$ cat config.mk
export PLATFORM = sky130hd
export DESIGN_NAME = amm_rr_arbiter
export DESIGN_NICKNAME = d
export VERILOG_FILES = /design/src/rtl/amm_arb_pkg.sv /design/src/rtl/rr_grant.sv /design/src/rtl/amm_rr_arbiter.sv
export SDC_FILE = /design/constraint.sdc
export NUM_CORES = 1
export LEC_CHECK = 0
export ABC_AREA = 1
export CAP_MARGIN = 20
export CORE_AREA = 2 2 109 111
export DETAILED_ROUTE_END_ITERATION = 6
export DIE_AREA = 0 0 111 113
export GPL_TIMING_DRIVEN = 0
export PLACE_DENSITY = 0.54
export SLEW_MARGIN = 30
export SYNTH_ARGS = -nofsm -noshare
export SYNTH_HDL_FRONTEND = slang
export SYNTH_SLANG_ARGS = --single-unit
$ cat constraint.sdc
create_clock -name aclk -period 1.9 [get_ports aclk]
set_input_delay 0.57 -clock aclk [delete_from_list [all_inputs] [get_ports aclk]]
set_output_delay 0.57 -clock aclk [all_outputs]
set_load 0.01 [all_outputs]
$ cat src/rtl/amm_arb_pkg.sv
// Shared types, constants and the round-robin pick function for amm_rr_arbiter.
package amm_arb_pkg;

    localparam int unsigned ARB_MAX_MASTERS = 8;
    localparam int unsigned ARB_IDX_W       = 3;

    localparam logic [31:0] ARB_TIMEOUT_RDATA = 32'hDEAD_BEEF;

    typedef enum logic {
        ARB_IDLE,
        ARB_BUSY
    } arb_state_t;

    // First set bit of req at or after ptr, walking cyclically over n entries.
    // Returns ptr when nothing is requesting.
    function automatic logic [ARB_IDX_W-1:0] rr_pick(
        input logic [ARB_MAX_MASTERS-1:0] req,
        input logic [ARB_IDX_W-1:0]       ptr,
        input int unsigned                n
    );
        logic [ARB_IDX_W-1:0] idx;
        logic                 found;
        int unsigned          cand;
        idx   = ptr;
        found = 1'b0;
        for (int unsigned k = 0; k < ARB_MAX_MASTERS; k++) begin
            cand = 32'(ptr) + k;
            if (cand >= n) begin
                cand = cand - n;
            end
            if ((k < n) && !found && req[ARB_IDX_W'(cand)]) begin
                idx   = ARB_IDX_W'(cand);
                found = 1'b1;
            end
        end
        return idx;
    endfunction

endpackage

$ cat src/rtl/rr_grant.sv
// Combinational round-robin priority pick: first requester at or after ptr.
module rr_grant
    import amm_arb_pkg::*;
#(
    parameter int unsigned N_MASTERS = 2,
    parameter int unsigned GW        = (N_MASTERS > 1) ? $clog2(N_MASTERS) : 1
) (
    input  logic [N_MASTERS-1:0] req,
    input  logic [GW-1:0]        ptr,
    output logic [GW-1:0]        idx,
    output logic                 any
);

    logic [ARB_MAX_MASTERS-1:0] req_ext;
    logic [ARB_IDX_W-1:0]       ptr_ext;

    always_comb begin
        req_ext = ARB_MAX_MASTERS'(req);
        ptr_ext = ARB_IDX_W'(ptr);
        idx     = GW'(rr_pick(req_ext, ptr_ext, N_MASTERS));
        any     = |req;
    end

endmodule

$ cat src/rtl/amm_rr_arbiter.sv
// Round-robin arbiter sharing one Avalon-MM slave among N_MASTERS masters.
// Optional BUSY watchdog enabled by defining AMM_ARB_TIMEOUT_EN.
module amm_rr_arbiter
    import amm_arb_pkg::*;
#(
    parameter int unsigned N_MASTERS      = 2,
    parameter int unsigned AW             = 32,
    parameter int unsigned DW             = 32,
    parameter int unsigned TIMEOUT_CYCLES = 1024
) (
    input  logic                          aclk,
    input  logic                          aresetn,
    input  logic [N_MASTERS*AW-1:0]       m_address,
    input  logic [N_MASTERS*DW-1:0]       m_writedata,
    input  logic [N_MASTERS*(DW/8)-1:0]   m_byteenable,
    input  logic [N_MASTERS-1:0]          m_write,
    input  logic [N_MASTERS-1:0]          m_read,
    output logic [DW-1:0]                 m_readdata,
    output logic [N_MASTERS-1:0]          m_waitrequest,
    output logic [AW-1:0]                 s_address,
    output logic [DW-1:0]                 s_writedata,
    output logic [DW/8-1:0]               s_byteenable,
    output logic                          s_write,
    output logic                          s_read,
    input  logic [DW-1:0]                 s_readdata,
    input  logic                          s_waitrequest,
    output logic                          timeout_err
);

    localparam int unsigned GW = (N_MASTERS > 1) ? $clog2(N_MASTERS) : 1;
    localparam int unsigned BW = DW / 8;

    if ((N_MASTERS < 2) || (N_MASTERS > ARB_MAX_MASTERS) || (TIMEOUT_CYCLES < 2)) begin : g_param_chk
        $error("amm_rr_arbiter: N_MASTERS must be 2..8 and TIMEOUT_CYCLES >= 2");
    end

    arb_state_t      state_q, state_d;
    logic [GW-1:0]   gnt_q, gnt_d;
    logic [GW-1:0]   ptr_q, ptr_d;
    logic [GW-1:0]   pick_idx;
    logic            pick_any;
    logic            gnt_req;
    logic            busy;
    logic            timeout_hit;
    logic [DW-1:0]   timeout_rdata;
    logic [N_MASTERS-1:0] req;

    assign req  = m_read | m_write;
    assign busy = (state_q == ARB_BUSY);

    rr_grant #(
        .N_MASTERS (N_MASTERS),
        .GW        (GW)
    ) u_rr_grant (
        .req (req),
        .ptr (ptr_q),
        .idx (pick_idx),
        .any (pick_any)
    );

`ifdef AMM_ARB_TIMEOUT_EN
    localparam int unsigned TW = $clog2(TIMEOUT_CYCLES) + 1;

    logic [TW-1:0] timer_q, timer_d;

    // Timer sits at zero in IDLE so it starts from zero on every BUSY entry.
    always_comb begin
        timer_d     = '0;
        timeout_hit = 1'b0;
        if (busy) begin
            timer_d     = timer_q + TW'(1);
            timeout_hit = s_waitrequest && (timer_q == TW'(TIMEOUT_CYCLES - 1));
        end
    end

    always_ff @(posedge aclk) begin
        if (!aresetn) begin
            timer_q <= '0;
        end else begin
            timer_q <= timer_d;
        end
    end
`else
    assign timeout_hit = 1'b0;
`endif

    // Arbitration and completion sequencing.
    always_comb begin
        state_d = state_q;
        gnt_d   = gnt_q;
        ptr_d   = ptr_q;
        gnt_req = req[gnt_q];
        case (state_q)
            ARB_IDLE: begin
                if (pick_any) begin
                    gnt_d   = pick_idx;
                    state_d = ARB_BUSY;
                end
            end
            ARB_BUSY: begin
                // A dropped request is treated as completion so the bus never wedges.
                if (!s_waitrequest || !gnt_req || timeout_hit) begin
                    ptr_d   = (gnt_q == GW'(N_MASTERS - 1)) ? '0 : gnt_q + GW'(1);
                    state_d = ARB_IDLE;
                end
            end
            default: state_d = ARB_IDLE;
        endcase
    end

    always_ff @(posedge aclk) begin
        if (!aresetn) begin
            state_q <= ARB_IDLE;
            gnt_q   <= '0;
            ptr_q   <= '0;
        end else begin
            state_q <= state_d;
            gnt_q   <= gnt_d;
            ptr_q   <= ptr_d;
        end
    end

    always_comb begin
        for (int unsigned b = 0; b < DW; b++) begin
            timeout_rdata[b] = ARB_TIMEOUT_RDATA[b % 32];
        end
    end

    // Slave command muxed from the registered grant; only BUSY drives read/write.
    always_comb begin
        s_address     = m_address[32'(gnt_q) * AW +: AW];
        s_writedata   = m_writedata[32'(gnt_q) * DW +: DW];
        s_byteenable  = m_byteenable[32'(gnt_q) * BW +: BW];
        s_write       = busy & m_write[gnt_q];
        s_read        = busy & m_read[gnt_q];
        m_waitrequest = '1;
        if (busy) begin
            m_waitrequest[gnt_q] = s_waitrequest & ~timeout_hit;
        end
        m_readdata    = timeout_hit ? timeout_rdata : s_readdata;
        timeout_err   = timeout_hit;
    end

endmodule

==> results.toml <==
[yosys]
synth.area.mux_share_pct = 0
synthesis.yosys.warnings = 0
synth_cell_type_count = 14
synth-compound-area-share_pct = 3.46
synth_nets = 460
synth_cells = 285
synth_top_family_by_area = "simple AND/OR/NAND/NOR gates"
syn_area_per_cell_um2 = 4.57
post_synth_instance_area_um2 = 1300
yosys.area_share.adder_pct = 0
ys_seq_area_share_pct = 4.62
ys_ff_latch = 3
synth_xor_xnor_area_share_pct = 0
synthSimpleGateAreaFrac_pct = 64.2

[detailed_routing]
routed_wire_length_per_instance_um = 11.5
antenna_left = 0
via_count_of_the_routed_design = 2490
drt_pass_1_iters = 4
drc_viols = 0
vias_cell = 3.67
finalWirelength_mm = 7.82
drt_iter0_drcs = 54

[floorplanning]
die-area_um2 = 12500
ioPinCount = 280
chipHeight_um = 113
die_width_um = 111
core_region_area_um2 = 11300
rows = 39
starting_density_pct = 11.5

[global_route]
grt_remaining_overflow = 0
grt_antenna_before_repair = 0
first_global_vias = 2417
gr-usage-all-layers_pct = 11.3
largest_net_degree_at_the_start_of_global_routing = 11
grt_pass1_wl_mm = 11.6

[clock_tree]
numClockSinks = 3
cts.hold.buffers_added = 0
clk_transition_reported_paths_ns = 0.03
tritoncts.num_buffers = 3
post_cts_buffers = 0
clock_path_buffers = 2
htree_levels = 1
cts_root_buf = "clkbuf_16"
clock_latency_ns = 0.23
cts_tree = "yes"

[worst_hold_path]
holdCritPathClass = "flop to flop"

[timing]
fmax_mhz = 539
skew_ns = 0.00307
slew_violations = 0
finalHoldViolCount = 0
worst_hold_slack_ns = 0.472
layout_worst_path_cycle_share_pct = 97.7
finalWorstPathRequiredPeriod_ns = 1.86
totalNegativeSetupSlack_ns = 0
final.setup.worst_slack_ns = 0.0434
timing.final.setup_violations = 0
rsz0062_at_grt = "no"

[critical_path]
worst-path-max-fanout = 1
worst_path_most_repeated_cell = "nand2_1"
crit_path_end_kind = "primary output"
critical_path_s_slowest_cell = "clkdlybuf4s50_1"
crit_chain = "clkdlybuf4s50_1 > nand2_1 > nand2_1 > buf_2"
required_arrival_time_at_the_worst_endpoint_ns = 1.33
critical-path-top-delay-family = "buffers and inverters"
crit_buf_inv = 2
timing.critical_path.slowest_cell_delay_ns = 0.45
worstSetupPathType = "primary input to primary output"
setup.worst_path.start_class = "primary input"
critPathArrivalTime_ns = 1.29

[power]
power.switching_fraction_pct = 33.2
power.share.sequential_pct = 5.3
power.share.combinational_pct = 69.3
max-vdd-ir-drop_mv = 0.251
p_switching_mw = 0.446
pwr_density_cell_nw_per_um2 = 361
p_int_mw = 0.896
total_leakage_power_nw = 1.96
clock_power_share_pct = 25.3

[cells_and_area]
finalNonFillerCells = 678
most-common-layout-cells = "nand2_1, clkdlybuf4s50_1, buf_2, buf_4"
mostFrequentLayoutCell = "nand2_1"
multi_input_comb_area_um2 = 892
diode_count = 0
syn_to_final_growth_pct = 186
seq_area_um2 = 60.1
finish.net_count = 711
nFillCells = 1243
drive_gt1_share_pct = 24.1
postLayoutCoreUtil_pct = 33.0

[job]
drv_cap = 0

[run_status]
result_of_the_run = "completed"

[place]
total_placed_cells_including_tap_cells = 674
io_buffers = 246
gp_routability_congestion = 0.820
dp_hpwl_mm = 6.74
setup_slack_placement_ns = -0.505
final cells by class:
type                       count  share of cell area [%]
multi-input combinational    230                    24.0
tap                          143                    4.81
timing repair buffer         246                    57.3
inverter                       3                   0.303
sequential                     3                    1.61
buffer                        49                    9.85
clock buffer                   4                    2.12
metal layers:
metal / global-route usage [%] / vias up / wire, um
met2: 21.3 / 145 / 4100
li1: - / 1315 / -
met5: 0 / - / 0
met4: 3.83 / 0 / 105
met1: 12.4 / 1024 / 2960
met3: 2.57 / 6 / 652
worst paths after layout:
kind / from / end / slack, ns / cells after the start
worst max-delay path: m_address[48] / s_address[16] / 0.04 / 4
worst min-delay path: ptr_q / ptr_q / 0.47 / 2
worst max register to register: gnt_q / ptr_q / 0.96 / 5
worst min register to register: ptr_q / ptr_q / 0.47 / 2
cells by family (layout without fill, tap and decap cells):
kind of cell    Yosys count  count (layout)
buf+inv                  52             302
other cells               1               1
compound gates            8               8
simple gates            221             221
flops                     3               3
stage by stage:
step	cell area, um^2	total power [mW]
2_1_floorplan	1300	0.435
3_3_place_gp	3940	1.14
3_5_place_dp	3940	1.14
4_1_cts	3690	1.36
5_1_grt	3720	1.43
6_report	3720	1.34
cells in the mapped netlist:
library cell	instances	area [um^2]
nand2_1	212	796
buf_4	40	300
buf_2	9	45.0
nor2_1	5	18.8
a21oi_1	3	15.0
dfxtp_1	3	60.1
nand3_1	3	15.0
o21ai_0	3	15.0
inv_1	2	7.51
a21boi_1	1	7.51
conb_1	1	3.75
inv_2	1	3.75
nor2_2	1	6.26
o211ai_1	1	7.51
flip-flops by register name (all words and copies together), names as in the netlist:
signal and flops:
busy 1, gnt_q 1, ptr_q 1
power by group through the flow:
stage | sequential (mW) | clock, mW | combinational (mW)
2_1_floorplan | 0.0716 | 0 | 0.364
3_3_place_gp | 0.0720 | 0 | 1.07
3_5_place_dp | 0.0723 | 0 | 1.07
4_1_cts | 0.0715 | 0.348 | 0.938
5_1_grt | 0.0723 | 0.349 | 1.01
6_report | 0.0716 | 0.340 | 0.930
worst min-delay path: stages, from the launching register on:
cell     delay, ns
dfxtp_1       0.32
a21oi_1       0.05
nor2_1        0.07
timing repair:
item / 4_1_cts / 5_1_grt
setup endpoints to repair: 72 / 11
pin swaps: 2 / 4
resized for setup: 306 / 8
No activity file was read; power rests on OpenSTA's default activity.
